### src/rtl/alu_share_sched_pkg.sv
// Shared types and constants for the ALU-sharing scheduler.
package alu_share_pkg;

  localparam int unsigned NUM_REQ = 2;
  localparam int unsigned OP_W    = 2;

  typedef enum logic [1:0] {
    IDLE  = 2'd0,
    ISSUE = 2'd1,
    RESP  = 2'd2
  } state_e;

  function automatic logic [NUM_REQ-1:0] idx_to_onehot(input logic idx);
    return idx ? 2'b10 : 2'b01;
  endfunction

endpackage

### src/rtl/alu_share_sched_if.sv
// Request/response/ALU bundle between the requesters, the scheduler and the external ALU.
interface alu_share_sched_if #(
  parameter int WIDTH = 6
);
  import alu_share_pkg::*;

  logic [NUM_REQ-1:0]         req_valid_in;
  logic [NUM_REQ-1:0]         req_ready_out;
  logic [NUM_REQ*WIDTH-1:0]   req_a_in;
  logic [NUM_REQ*WIDTH-1:0]   req_b_in;
  logic [NUM_REQ*OP_W-1:0]    req_op_in;
  logic [NUM_REQ-1:0]         resp_valid_out;
  logic [NUM_REQ-1:0]         resp_ready_in;
  logic [2*WIDTH-1:0]         resp_c_out;
  logic                       resp_overflow_out;
  logic [WIDTH-1:0]           alu_a_out;
  logic [WIDTH-1:0]           alu_b_out;
  logic [OP_W-1:0]            alu_op_out;
  logic [2*WIDTH-1:0]         alu_c_in;
  logic                       alu_overflow_in;
  logic                       busy_out;

  modport master (
    output req_valid_in, req_a_in, req_b_in, req_op_in, resp_ready_in,
           alu_c_in, alu_overflow_in,
    input  req_ready_out, resp_valid_out, resp_c_out, resp_overflow_out,
           alu_a_out, alu_b_out, alu_op_out, busy_out
  );

  modport slave (
    input  req_valid_in, req_a_in, req_b_in, req_op_in, resp_ready_in,
           alu_c_in, alu_overflow_in,
    output req_ready_out, resp_valid_out, resp_c_out, resp_overflow_out,
           alu_a_out, alu_b_out, alu_op_out, busy_out
  );

endinterface

### src/rtl/alu_share_sched_pick.sv
// Two-way grant: the pointer's requester wins when valid, otherwise the other one.
module alu_share_pick
  import alu_share_pkg::*;
(
  input  logic [NUM_REQ-1:0] valid,
  input  logic               ptr,
  output logic [NUM_REQ-1:0] grant,
  output logic               grant_idx
);

  logic other_s;
  assign other_s = ~ptr;

  // Priority select between the pointed-to and the alternate requester.
  always_comb begin
    grant     = 2'b00;
    grant_idx = 1'b0;
    if (valid[ptr]) begin
      grant     = idx_to_onehot(ptr);
      grant_idx = ptr;
    end else if (valid[other_s]) begin
      grant     = idx_to_onehot(other_s);
      grant_idx = other_s;
    end else begin
      grant     = 2'b00;
      grant_idx = 1'b0;
    end
  end

endmodule

### src/rtl/alu_share_sched.sv
// Shares one external ALU between two requesters: arbitrate, issue for ALU_LAT cycles, return result.
// Define ALU_SHARE_RR_EN for round-robin ties; otherwise requester 0 has fixed priority.
module alu_share_sched
  import alu_share_pkg::*;
#(
  parameter int WIDTH   = 6,
  parameter int ALU_LAT = 1
) (
  input logic              clk,
  input logic              rst,
  alu_share_sched_if.slave bus
);

  localparam int CNT_W = (ALU_LAT > 1) ? $clog2(ALU_LAT) : 1;

  state_e             state_r;
  logic               owner_r;
  logic [WIDTH-1:0]   a_r;
  logic [WIDTH-1:0]   b_r;
  logic [OP_W-1:0]    op_r;
  logic [2*WIDTH-1:0] c_r;
  logic               ovf_r;
  logic [CNT_W-1:0]   cnt_r;
  logic [NUM_REQ-1:0] resp_valid_r;
  logic               busy_r;
  logic               ptr_s;
  logic [NUM_REQ-1:0] grant_s;
  logic               grant_idx_s;

`ifdef ALU_SHARE_RR_EN
  logic ptr_r;
  assign ptr_s = ptr_r;
`else
  assign ptr_s = 1'b0;
`endif

  alu_share_pick u_pick (
    .valid     (bus.req_valid_in),
    .ptr       (ptr_s),
    .grant     (grant_s),
    .grant_idx (grant_idx_s)
  );

  // The grant only ever contains valid requesters, so it doubles as ready.
  assign bus.req_ready_out     = (state_r == IDLE) ? grant_s : {NUM_REQ{1'b0}};
  assign bus.resp_valid_out    = resp_valid_r;
  assign bus.resp_c_out        = c_r;
  assign bus.resp_overflow_out = ovf_r;
  assign bus.alu_a_out         = a_r;
  assign bus.alu_b_out         = b_r;
  assign bus.alu_op_out        = op_r;
  assign bus.busy_out          = busy_r;

  // Accept, ALU countdown and response hold.
  always_ff @(posedge clk or posedge rst) begin
    if (rst) begin
      state_r      <= IDLE;
      owner_r      <= 1'b0;
      a_r          <= {WIDTH{1'b0}};
      b_r          <= {WIDTH{1'b0}};
      op_r         <= {OP_W{1'b0}};
      c_r          <= {(2*WIDTH){1'b0}};
      ovf_r        <= 1'b0;
      cnt_r        <= {CNT_W{1'b0}};
      resp_valid_r <= {NUM_REQ{1'b0}};
      busy_r       <= 1'b0;
`ifdef ALU_SHARE_RR_EN
      ptr_r        <= 1'b0;
`endif
    end else begin
      case (state_r)
        IDLE: begin
          if (|grant_s) begin
            a_r     <= grant_idx_s ? bus.req_a_in[WIDTH +: WIDTH] : bus.req_a_in[0 +: WIDTH];
            b_r     <= grant_idx_s ? bus.req_b_in[WIDTH +: WIDTH] : bus.req_b_in[0 +: WIDTH];
            op_r    <= grant_idx_s ? bus.req_op_in[OP_W +: OP_W] : bus.req_op_in[0 +: OP_W];
            owner_r <= grant_idx_s;
            cnt_r   <= CNT_W'(ALU_LAT - 1);
            busy_r  <= 1'b1;
            state_r <= ISSUE;
`ifdef ALU_SHARE_RR_EN
            ptr_r   <= ~grant_idx_s;
`endif
          end
        end
        ISSUE: begin
          if (cnt_r == {CNT_W{1'b0}}) begin
            c_r          <= bus.alu_c_in;
            ovf_r        <= bus.alu_overflow_in;
            resp_valid_r <= idx_to_onehot(owner_r);
            state_r      <= RESP;
          end else begin
            cnt_r <= cnt_r - CNT_W'(1);
          end
        end
        RESP: begin
          if (bus.resp_ready_in[owner_r]) begin
            resp_valid_r <= {NUM_REQ{1'b0}};
            busy_r       <= 1'b0;
            state_r      <= IDLE;
          end
        end
        default: begin
          resp_valid_r <= {NUM_REQ{1'b0}};
          busy_r       <= 1'b0;
          state_r      <= IDLE;
        end
      endcase
    end
  end

endmodule

### src/flat_wrapper.sv
// flat-port wrapper written by rule: the top's interface ports become plain ports
module alu_share_sched_flat import alu_share_pkg::*;
#(
  parameter int WIDTH   = 6,
  parameter int ALU_LAT = 1
)
  (clk, rst, bus_req_valid_in, bus_req_a_in, bus_req_b_in, bus_req_op_in, bus_resp_ready_in, bus_alu_c_in, bus_alu_overflow_in, bus_req_ready_out, bus_resp_valid_out, bus_resp_c_out, bus_resp_overflow_out, bus_alu_a_out, bus_alu_b_out, bus_alu_op_out, bus_busy_out);
  alu_share_sched_if #(.WIDTH(WIDTH)) bus_i ();
  input logic clk;
  input logic rst;
  input wire logic [$bits(bus_i.req_valid_in)-1:0] bus_req_valid_in;
  input wire logic [$bits(bus_i.req_a_in)-1:0] bus_req_a_in;
  input wire logic [$bits(bus_i.req_b_in)-1:0] bus_req_b_in;
  input wire logic [$bits(bus_i.req_op_in)-1:0] bus_req_op_in;
  input wire logic [$bits(bus_i.resp_ready_in)-1:0] bus_resp_ready_in;
  input wire logic [$bits(bus_i.alu_c_in)-1:0] bus_alu_c_in;
  input wire logic [$bits(bus_i.alu_overflow_in)-1:0] bus_alu_overflow_in;
  output wire logic [$bits(bus_i.req_ready_out)-1:0] bus_req_ready_out;
  output wire logic [$bits(bus_i.resp_valid_out)-1:0] bus_resp_valid_out;
  output wire logic [$bits(bus_i.resp_c_out)-1:0] bus_resp_c_out;
  output wire logic [$bits(bus_i.resp_overflow_out)-1:0] bus_resp_overflow_out;
  output wire logic [$bits(bus_i.alu_a_out)-1:0] bus_alu_a_out;
  output wire logic [$bits(bus_i.alu_b_out)-1:0] bus_alu_b_out;
  output wire logic [$bits(bus_i.alu_op_out)-1:0] bus_alu_op_out;
  output wire logic [$bits(bus_i.busy_out)-1:0] bus_busy_out;
  assign bus_i.req_valid_in = bus_req_valid_in;
  assign bus_i.req_a_in = bus_req_a_in;
  assign bus_i.req_b_in = bus_req_b_in;
  assign bus_i.req_op_in = bus_req_op_in;
  assign bus_i.resp_ready_in = bus_resp_ready_in;
  assign bus_i.alu_c_in = bus_alu_c_in;
  assign bus_i.alu_overflow_in = bus_alu_overflow_in;
  assign bus_req_ready_out = bus_i.req_ready_out;
  assign bus_resp_valid_out = bus_i.resp_valid_out;
  assign bus_resp_c_out = bus_i.resp_c_out;
  assign bus_resp_overflow_out = bus_i.resp_overflow_out;
  assign bus_alu_a_out = bus_i.alu_a_out;
  assign bus_alu_b_out = bus_i.alu_b_out;
  assign bus_alu_op_out = bus_i.alu_op_out;
  assign bus_busy_out = bus_i.busy_out;
  alu_share_sched #(.WIDTH(WIDTH), .ALU_LAT(ALU_LAT)) u_core (.clk(clk), .rst(rst), .bus(bus_i));
endmodule
### config.mk
export PLATFORM = sky130hd
export DESIGN_NAME = alu_share_sched_flat
export DESIGN_NICKNAME = d
export VERILOG_FILES = /design/src/rtl/alu_share_sched_pkg.sv /design/src/rtl/alu_share_sched_if.sv /design/src/rtl/alu_share_sched_pick.sv /design/src/rtl/alu_share_sched.sv /design/src/flat_wrapper.sv
export SDC_FILE = /design/constraint.sdc
export NUM_CORES = 1
export LEC_CHECK = 0
export CELL_PAD_IN_SITES_DETAIL_PLACEMENT = 1
export CELL_PAD_IN_SITES_GLOBAL_PLACEMENT = 2
export CORE_ASPECT_RATIO = 1.2
export CORE_MARGIN = 2
export CORE_UTILIZATION = 26
export CTS_BUF_LIST = sky130_fd_sc_hd__clkbuf_4
export DETAILED_ROUTE_END_ITERATION = 10
export PLACE_DENSITY_LB_ADDON = 0.25
export SLEW_MARGIN = 20
export SYNTH_ARGS = -nofsm -noshare
export SYNTH_HDL_FRONTEND = slang
export SYNTH_SLANG_ARGS = --single-unit
### constraint.sdc
create_clock -name clk -period 1.9 [get_ports clk]
set_clock_uncertainty 0.1 [all_clocks]
set_input_delay 0.19 -clock clk [delete_from_list [all_inputs] [get_ports clk]]
set_output_delay 0.19 -clock clk [all_outputs]
set_load 0.02 [all_outputs]
==> metrics.txt <==
outcome=completed; count of port buffers added during placement=78; dpl hpwl=3.07 mm; drt wl/cell=14.7 um; multiplexer area fraction after synthesis=0.350; Iter 0 DRT Violations=52; XOR/XNOR share of the synthesized area=0; post-synthesis register bit count=33; Final setup viols=0; Post-Synth Simple-Gate Area=0.0324; number of CTS-inserted buffers=5; Overflow after GRT=0; # Max-Cap Violations=0; post-placement worst setup slack=14.3 ps; antenna-violating nets left=0; Worst-Margin Slew=468 ps; FP Rows=30; clock network power share=0.103; crit start category=register; Cell variety after synth=20; Hold Violations, Final=0; Final Util=0.437; num ports=79; largest net degree at the start of global routing=34; critical path class=reg -> out; Seq pwr share=0.330; placed cells=259; unrepaired setup endpoints after global routing=no; Pleak=1.06 nW; Net Sw Power=1.41 mW; fin crit share=0.924; Comb pwr share=0.568; Clock Sink Count=33; later-pin clock latency in the skew report=330 ps; CTS H-Tree Depth=2; Area growth syn-to-layout=61.6%; Switching Fraction=0.365; n_diodes=0; Syn Nets=145; min Tclk post-route=1760 ps; Slew Limit Fails=0; die width=74.3 um; Final #Nets=233; Crit. End Element=output port; setup_tns=0 ps; via count=1136; Die ar.=6570 um^2; gr usage total=0.131; drt pass-1 iters=4; crit path max fanout=4; Internal Pwr Total=2.46 mW; DIE HEIGHT=88.4 um; TritonCTS clock tree=yes; Worst Hold Class=in -> async; starting density of the core=0.270; initial antenna violation count=0; clock root buffer=clkbuf_4; post-CTS setup-driven buffer insertion count=0; synthesized cell area=1540 um^2; first-pass GRT wire length=6.42 mm; Arr. time, crit path=1470 ps; vias in the first global route=1294; hold_buf cts=0; post-CTS sizing=3; Clock Pin Slew Worst Setup and Hold Paths=110 ps; Routed WL=3.92 mm; clk buf depth=2; drt drc=0; Adder-Cell Fraction of Synth Area=0; compound-gate portion of the synthesized area=0.0397; Vias/cell=4.25; Placer Congestion=0.727; Max Fclk=569 MHz; syn avg cell area=15.7 um^2; Core Area=5710 um^2; largest family of logic cells by synthesized area=multiplexers; yosys warns=0; power per cell area=1550 nW/um^2; Final WS setup=144 ps; Required @ worst endpoint=1610 ps; Final Non-Filler Cells=267; Max VDD drop=0.000480 V; share of layout cells above drive strength 1=0.332; Slew HR=0.686; worst hold margin=144 ps; Mapped Cells=98; register area share after synthesis=0.535
-- power groups by stage --
stage | sequential (mW) | clock [mW] | combinational (mW)
finish | 1.27 | 0.397 | 2.20
global route | 1.33 | 0.447 | 2.35
CTS | 1.28 | 0.419 | 2.24
detailed placement | 1.30 | 0 | 2.23
global placement | 1.27 | 0 | 2.19
floorplan | 1.68 | 0 | 0.831
-- final timing paths --
| kind | startpoint | end | slack (ps) | cells past startpoint |
|---|---|---|---|---|
| setup / recovery | u_core.state_r[1] | bus_req_ready_out[0] | 140 | 3 |
| setup reg to reg | u_core.state_r[1] | u_core.bus.alu_op_out[1] | 330 | 4 |
| hold / removal | rst | u_core.bus.resp_overflow_out | 140 | 3 |
| min in group clk | bus_alu_overflow_in | u_core.bus.resp_overflow_out | 360 | 2 |
| hold reg to reg | u_core.state_r[1] | u_core.bus.resp_valid_out[1] | 420 | 1 |
| max in group asynchronous | rst | u_core.bus.alu_a_out[1] | 1250 | 3 |
-- area by class of cell --
| class | instances | area [um^2] |
|---|---|---|
| clock buffers | 5 | 37.5 |
| clock inverters | 3 | 17.5 |
| well taps | 80 | 100 |
| fillers | 612 | 3210 |
| flip-flops and latches | 33 | 826 |
| inverters | 2 | 7.51 |
| repair buffers | 86 | 851 |
| multi-input cells | 58 | 653 |
-- state kept, by name (all words and copies together), names as in the netlist --
name                          count
u_core.bus.alu_a_out              6
u_core.bus.resp_c_out            12
u_core.bus.busy_out               1
u_core.state_r                    2
u_core.bus.alu_b_out              6
u_core.bus.resp_valid_out         2
u_core.owner_r                    1
u_core.bus.alu_op_out             2
u_core.bus.resp_overflow_out      1
-- metrics by stage --
stage                     total power [mW]  instance area, um^2
after global routing                  4.12                 2490
after CTS                             3.94                 2490
after detailed placement              3.53                 2440
after global placement                3.46                 2440
final                                 3.87                 2490
after floorplan                       2.51                 1540
-- cell usage in the layout (no fill, tap or decap) --
cell,instances
inv_1,2
a211oi_1,1
clkinv_2,2
a21oi_1,2
a21bo_2,1
o21a_1,1
nor2_1,2
a22o_1,1
nor2_2,1
nor2b_1,1
nand2_1,1
buf_4,7
mux2_2,23
dlygate4sd2_1,2
mux2i_1,1
clkinvlp_4,1
and2_2,2
clkdlybuf4s50_1,76
buf_12,1
clkbuf_4,5
o22a_1,1
o2bb2ai_1,1
nor2b_4,1
dfrtp_1,33
mux2_4,18
-- Yosys cell counts, drive strengths merged --
master	count	area share
nor2	3	0.0073
nand2	1	0.0024
a211oi	1	0.0049
o21a	1	0.0049
a22o	1	0.0057
nor2b	2	0.013
and2	2	0.0097
inv	2	0.0049
buf	5	0.038
o22a	1	0.0057
o2bb2ai	1	0.0057
mux2	41	0.34
dfrtp	33	0.54
a21oi	2	0.0065
mux2i	1	0.0065
a21bo	1	0.0065
-- routing by layer --
metal	global-route usage	share of wire	vias to the layer above
met1	0.141	0.37	566
met2	0.239	0.55	41
met4	0.0438	0.015	0
met5	0	0	-
li1	-	-	522
met3	0.0433	0.073	7
-- kinds of logic after synthesis --
kind of cell | Yosys count
simple gates | 8
compound gates | 8
mux | 42
flops | 33
buf+inv | 7
-- critical path: stages (launching register included) --
cell           delay, ps
dfrtp_1              430
nor2_2               190
and2_2               180
dlygate4sd2_1        340
No activity file was read; power rests on OpenSTA's default activity.
